## config.mk

```make
export PLATFORM = sky130hd
export DESIGN_NAME = font_rom_arbiter_flat
export DESIGN_NICKNAME = d
export VERILOG_FILES = /design/src/rtl/font_rom_arbiter_if.sv /design/src/rtl/font_rom_arbiter.sv /design/src/flat_wrapper.sv
export SDC_FILE = /design/constraint.sdc
export NUM_CORES = 1
export LEC_CHECK = 0
export ABC_AREA = 1
export CAP_MARGIN = 15
export CORE_MARGIN = 1.5
export CORE_UTILIZATION = 44
export DETAILED_ROUTE_END_ITERATION = 16
export MAX_ROUTING_LAYER = met4
export PLACE_DENSITY = 0.77
export SETUP_SLACK_MARGIN = 0.15
export SYNTH_ARGS = -nofsm -noshare
export SYNTH_HDL_FRONTEND = slang
export SYNTH_SLANG_ARGS = --single-unit
```

## constraint.sdc

```tcl
create_clock -name clk -period 1.9 [get_ports clk]
set_input_delay 0.38 -clock clk [delete_from_list [all_inputs] [get_ports clk]]
set_output_delay 0.38 -clock clk [all_outputs]
set_load 0.05 [all_outputs]
```

## src/rtl/font_rom_arbiter_if.sv

```systemverilog
// Secondary-client port of the font ROM arbiter: valid/ready request
// channel plus a pulsed read-data return.
interface font_rom_arbiter_if #(
  parameter int ADDR_W = 12,
  parameter int FONT_W = 8
);
  logic              b_valid;
  logic [ADDR_W-1:0] b_addr;
  logic              b_ready;
  logic              b_rvalid;
  logic [FONT_W-1:0] b_rdata;

  // Client side: issues requests, consumes returned glyph rows.
  modport master (
    output b_valid,
    output b_addr,
    input  b_ready,
    input  b_rvalid,
    input  b_rdata
  );

  // Arbiter side.
  modport slave (
    input  b_valid,
    input  b_addr,
    output b_ready,
    output b_rvalid,
    output b_rdata
  );
endinterface

```

## src/rtl/font_rom_arbiter.sv

```systemverilog
// Shares one synchronous font ROM between the video fetch stage (absolute
// priority, fixed latency) and a secondary text client with a one-entry holding register.
module font_rom_arbiter #(
  parameter int ADDR_W  = 12,
  parameter int FONT_W  = 8,
  parameter int ROM_LAT = 1,
  parameter int WAIT_W  = 16
) (
  input  logic              clk,
  input  logic              rst_n,
  input  logic              vid_en,
  input  logic [ADDR_W-1:0] vid_addr,
  output logic [FONT_W-1:0] vid_q,
  font_rom_arbiter_if.slave b_bus,
  output logic [ADDR_W-1:0] rom_addr,
  input  logic [FONT_W-1:0] rom_q,
  output logic [WAIT_W-1:0] b_wait_max
);

  logic              pend_v_reg;
  logic              pend_v_next;
  logic [ADDR_W-1:0] pend_addr_reg;
  logic [ADDR_W-1:0] pend_addr_next;
  logic              accept;
  logic              issue;

  logic [ROM_LAT-1:0] tag_reg;
  logic [ROM_LAT-1:0] tag_next;
  logic               capture;

  logic              b_rvalid_reg;
  logic [FONT_W-1:0] b_rdata_reg;
  logic [FONT_W-1:0] b_rdata_next;

  logic [WAIT_W-1:0] cur_wait_reg;
  logic [WAIT_W-1:0] cur_wait_next;
  logic [WAIT_W-1:0] wait_max_reg;
  logic [WAIT_W-1:0] wait_max_next;

  // Video owns the ROM whenever vid_en is high; the pending request only
  // slips into cycles where the renderer is not fetching.
  always_comb begin
    accept   = b_bus.b_valid & ~pend_v_reg;
    issue    = pend_v_reg & ~vid_en;
    rom_addr = issue ? pend_addr_reg : vid_addr;
  end

  assign vid_q          = rom_q;
  assign b_bus.b_ready  = ~pend_v_reg;
  assign b_bus.b_rvalid = b_rvalid_reg;
  assign b_bus.b_rdata  = b_rdata_reg;
  assign b_wait_max     = wait_max_reg;

  // Accept and issue are mutually exclusive: accept needs an empty slot,
  // issue needs a full one.
  always_comb begin
    pend_v_next    = pend_v_reg;
    pend_addr_next = pend_addr_reg;
    if (accept) begin
      pend_v_next    = 1'b1;
      pend_addr_next = b_bus.b_addr;
    end else if (issue) begin
      pend_v_next    = 1'b0;
    end
  end

  always_ff @(posedge clk or negedge rst_n) begin
    if (!rst_n) begin
      pend_v_reg    <= 1'b0;
      pend_addr_reg <= '0;
    end else begin
      pend_v_reg    <= pend_v_next;
      pend_addr_reg <= pend_addr_next;
    end
  end

  // Tag shift register mirrors the ROM pipeline so the capture lines up
  // with rom_q for the issued address.
  generate
    for (genvar gi = 0; gi < ROM_LAT; gi++) begin : g_tag
      if (gi == 0) begin : g_head
        assign tag_next[gi] = issue;
      end else begin : g_body
        assign tag_next[gi] = tag_reg[gi-1];
      end
    end
  endgenerate

  assign capture = tag_reg[ROM_LAT-1];

  always_ff @(posedge clk or negedge rst_n) begin
    if (!rst_n) begin
      tag_reg <= '0;
    end else begin
      tag_reg <= tag_next;
    end
  end

  always_comb begin
    b_rdata_next = b_rdata_reg;
    if (capture) begin
      b_rdata_next = rom_q;
    end
  end

  always_ff @(posedge clk or negedge rst_n) begin
    if (!rst_n) begin
      b_rvalid_reg <= 1'b0;
      b_rdata_reg  <= '0;
    end else begin
      b_rvalid_reg <= capture;
      b_rdata_reg  <= b_rdata_next;
    end
  end

  // Stall counter saturates so a very long blanking-free stretch still
  // reports all-ones instead of wrapping to a small number.
  always_comb begin
    cur_wait_next = cur_wait_reg;
    wait_max_next = wait_max_reg;
    if (issue) begin
      cur_wait_next = '0;
      if (cur_wait_reg > wait_max_reg) begin
        wait_max_next = cur_wait_reg;
      end
    end else if (pend_v_reg && vid_en && !(&cur_wait_reg)) begin
      cur_wait_next = cur_wait_reg + WAIT_W'(1);
    end
  end

  always_ff @(posedge clk or negedge rst_n) begin
    if (!rst_n) begin
      cur_wait_reg <= '0;
      wait_max_reg <= '0;
    end else begin
      cur_wait_reg <= cur_wait_next;
      wait_max_reg <= wait_max_next;
    end
  end

endmodule

```

## src/flat_wrapper.sv

```systemverilog
// flat-port wrapper written by rule: the top's interface ports become plain ports
module font_rom_arbiter_flat 
#(
  parameter int ADDR_W  = 12,
  parameter int FONT_W  = 8,
  parameter int ROM_LAT = 1,
  parameter int WAIT_W  = 16
)
  (clk, rst_n, vid_en, vid_addr, vid_q, rom_addr, rom_q, b_wait_max, b_bus_b_valid, b_bus_b_addr, b_bus_b_ready, b_bus_b_rvalid, b_bus_b_rdata);
  font_rom_arbiter_if #(.ADDR_W(ADDR_W), .FONT_W(FONT_W)) b_bus_i ();
  input  logic clk;
  input  logic rst_n;
  input  logic vid_en;
  input  logic [ADDR_W-1:0] vid_addr;
  output logic [FONT_W-1:0] vid_q;
  output logic [ADDR_W-1:0] rom_addr;
  input  logic [FONT_W-1:0] rom_q;
  output logic [WAIT_W-1:0] b_wait_max;
  input wire logic [$bits(b_bus_i.b_valid)-1:0] b_bus_b_valid;
  input wire logic [$bits(b_bus_i.b_addr)-1:0] b_bus_b_addr;
  output wire logic [$bits(b_bus_i.b_ready)-1:0] b_bus_b_ready;
  output wire logic [$bits(b_bus_i.b_rvalid)-1:0] b_bus_b_rvalid;
  output wire logic [$bits(b_bus_i.b_rdata)-1:0] b_bus_b_rdata;
  assign b_bus_i.b_valid = b_bus_b_valid;
  assign b_bus_i.b_addr = b_bus_b_addr;
  assign b_bus_b_ready = b_bus_i.b_ready;
  assign b_bus_b_rvalid = b_bus_i.b_rvalid;
  assign b_bus_b_rdata = b_bus_i.b_rdata;
  font_rom_arbiter #(.ADDR_W(ADDR_W), .FONT_W(FONT_W), .ROM_LAT(ROM_LAT), .WAIT_W(WAIT_W)) u_core (.clk(clk), .rst_n(rst_n), .vid_en(vid_en), .vid_addr(vid_addr), .vid_q(vid_q), .b_bus(b_bus_i), .rom_addr(rom_addr), .rom_q(rom_q), .b_wait_max(b_wait_max));
endmodule
```

==> impl_metrics.toml <==
[status]
status = "finished clean"

[synthesis]
synthTopCellsByCount = "nand2_1 (152), dfrtp_1 (55), inv_1 (38)"
synth_seq_cells = 55
synth_area_leader_cell = "dfrtp_1"
synth-simple-area-share_pct = 31.9
ys_seq_area_share_pct = 43.3
synth_xor_xnor_area_share_pct = 0.826
async_flop_share_pct = 100
synth_top_cells_by_area = "dfrtp_1 (43%), nand2_1 (18%), mux2_2 (6.7%)"
yosysWarnings = 0
synth_top_family_by_area = "simple AND/OR/NAND/NOR gates"
synth_compound_area_share_pct = 1.93
synthAdderAreaFrac_pct = 6.69
yosys.cell_types.count = 27
avgSynthCellArea_um2 = 8.07
syn-instance-count = 394
synth_edf_count = 0
yosysTopAreaCellShare_pct = 43.3
synth_mux_area_share_pct = 6.73
synth.cell_area_mm2 = 0.00318
ys_dominant_reg_cell = "dfrtp_1"
synth.most_common_cell = "nand2_1"
synth_fp_nets = 447

[routing]
wire_per_inst_um = 18.2
drc = 0
routed_wl_um = 11300
vias = 3374
dr.pass1.iters = 5
first_iter_violations = 288
drt-vias-per-instance = 5.44
ant_nets = 0

[placed_design]
dpl_cell_area_mm2 = 0.00446
routabilityCongestion = 0.969
io_buffers = 81
dpl.hpwl_um = 6140

[critical_path]
crit_arrival_ns = 2.14
crit_cells = 12
slowest_stage = "dfrtp_1"
setup.worst_path.start_class = "register"
required_ns = 2.16
reg2reg_slack_ns = 0.02
crit_path_end = "u_core.b_wait_max[14]"
reg2reg_depth = 12
crit_path_start = "u_core.b_wait_max[2]"
crit_fanout = 8
endpoint_kind = "register"
rr_startpoint = "u_core.b_wait_max[2]"
cp_top_family = "simple AND/OR/NAND/NOR gates"
path_buf_inv = 3
crit_type = "reg -> reg"
r2r-end = "u_core.b_wait_max[14]"
path_cells = "inv_1, ha_1, nand2_2, inv_1, nand3_1, nand3_1, nand2_2, nand3_4, buf_6, nand2_8, nand2_1, nand2_1"
crit_path_max_incr_delay_ns = 0.39

[pwr]
ir_worst_vdd_mv = 0.434
power_per_cell_area_mw_per_mm2 = 894
total_leakage_power_nw = 2.58

[grt]
grtUsageTotal_pct = 27.2
grt_first_pass_wirelength_um = 15700
grt.met1_usage_pct = 33.0
grt_pass1_vias = 3229
grtUsageMet2_pct = 46.7
gr-usage-met3_pct = 3.77
grt_start_max_net_pins = 35
grt_overflow_total = 0
antenna_found_initial = 0
busiest_layer = "met2"

[hold_path]
min_path_type = "in -> async"

[layout]
fin_area_mm2 = 0.00539
areaGrowthSynthToFinish_pct = 69.6
layout-drive-gt1-share_pct = 46.9
finalNetCount = 576
antenna_cells = 0

[clock_tree]
cts_buffer_depth = 2
cts_tree = "yes"
clk_latency_ns = 0.32
clkTransAtPathRegs_ns = 0.11
htree_levels = 2
numCtsBuffers = 5
cts_sinks = 55
cts-root-buf = "clkbuf_8"

[floorplan]
initial_core_util_pct = 46.0
core_mm2 = 0.00691
rows = 30
dieHeight_um = 88.0
dieWidth_um = 88.0
dieArea_mm2 = 0.00774
num_io_pins = 82

[sta]
setup_viol = 0
rsz0062_at_grt = "true"
holdWs_ns = 0.0345
relSlewSlack_pct = 62.6
clock.fmax_ghz = 0.532
fin_crit_sh_pct = 98.9
hold_violations = 0
fin_crit_ns = 1.88
worstMarginPinSlew_ns = 0.560
skew_ns = 0.0107
drv_slew = 0

[run]
maxCapViolations = 0
==> routing by layer <==
metal  routed length (µm)  share of wire, %
met1                 4150                37
met2                 6050                54
met3                  642               5.7
met4                  452               4.0
met5                    0                 0
==> kinds of logic (layout without fill, tap and decap cells) <==
logic type      after synthesis  count (layout)
compound gates               11              11
xor+xnor                      3               3
fa+ha+maj                    17              17
buf+inv                      61             189
flops                        55              55
mux                          19              19
simple gates                228             230
==> power breakdown <==
group	internal (W)	switching (W)	total [W]	leakage, nW
sequential	0.00132	0.000148	0.00147	0.689
clock	0.000333	0.000399	0.000731	0.0505
combinational	0.00109	0.00153	0.00262	1.84
total	0.00275	0.00207	0.00482	2.58
==> cell type report <==
cell class	instances	area (µm²)
Clock buffer	7	96.3
Clock inverter	1	7.51
Fill cell	416	1520
Inverter	40	158
Multi-Input combinational cell	280	2050
Sequential cell	55	1400
Tap cell	96	120
Timing Repair Buffer	141	1570
==> how the worst min path moves through the flow <==
stage | endpoint | slack [ns] | cells past startpoint
3_5_place_dp | u_core.b_wait_max[10] | 0.38 | 1
6_report | u_core.b_wait_max[12] | 0.03 | 1
2_1_floorplan | u_core.b_bus.b_rdata[0] | 0.08 | 0
3_3_place_gp | u_core.b_wait_max[12] | 0.38 | 1
4_1_cts | u_core.b_wait_max[10] | 0.04 | 1
5_1_grt | u_core.b_wait_max[12] | 0.07 | 1
==> layout by cell type, fill, tap and decap left out, types with 15 or more instances in the layout <==
cell / netlist / layout
buf_12: 0 / 28
inv_1: 38 / 29
nand4_1: 17 / 17
buf_4: 8 / 62
mux2_2: 19 / 19
dfrtp_1: 55 / 40
nand2_1: 152 / 103
dfrtp_2: 0 / 15
nand2_2: 1 / 32
nand2_4: 0 / 17
clkdlybuf4s50_1: 0 / 33
==> metrics by stage <==
step                      TNS (ns)  instances  util (%)  setup WS, ns  power, W
after floorplan                  0        394         -        0.0298   0.00255
after global placement     -0.0334        576      64.6       -0.0183   0.00324
after detailed placement    -0.734        576      64.6       -0.0740   0.00330
after CTS                        0        609      73.6        0.0597   0.00454
after global routing        -0.492        620      78.1       -0.0671   0.00498
final                            0        620      78.1        0.0217   0.00482
==> timing repair <==
item / CTS / global route
gates cloned: 3 / 1
hold buffers: 0 / 0
pin swaps: 40 / 25
setup endpoints to repair: 34 / 44
gates resized for setup: 68 / 54
setup buffers: 22 / 10
Power figures use the tool's default switching activity.
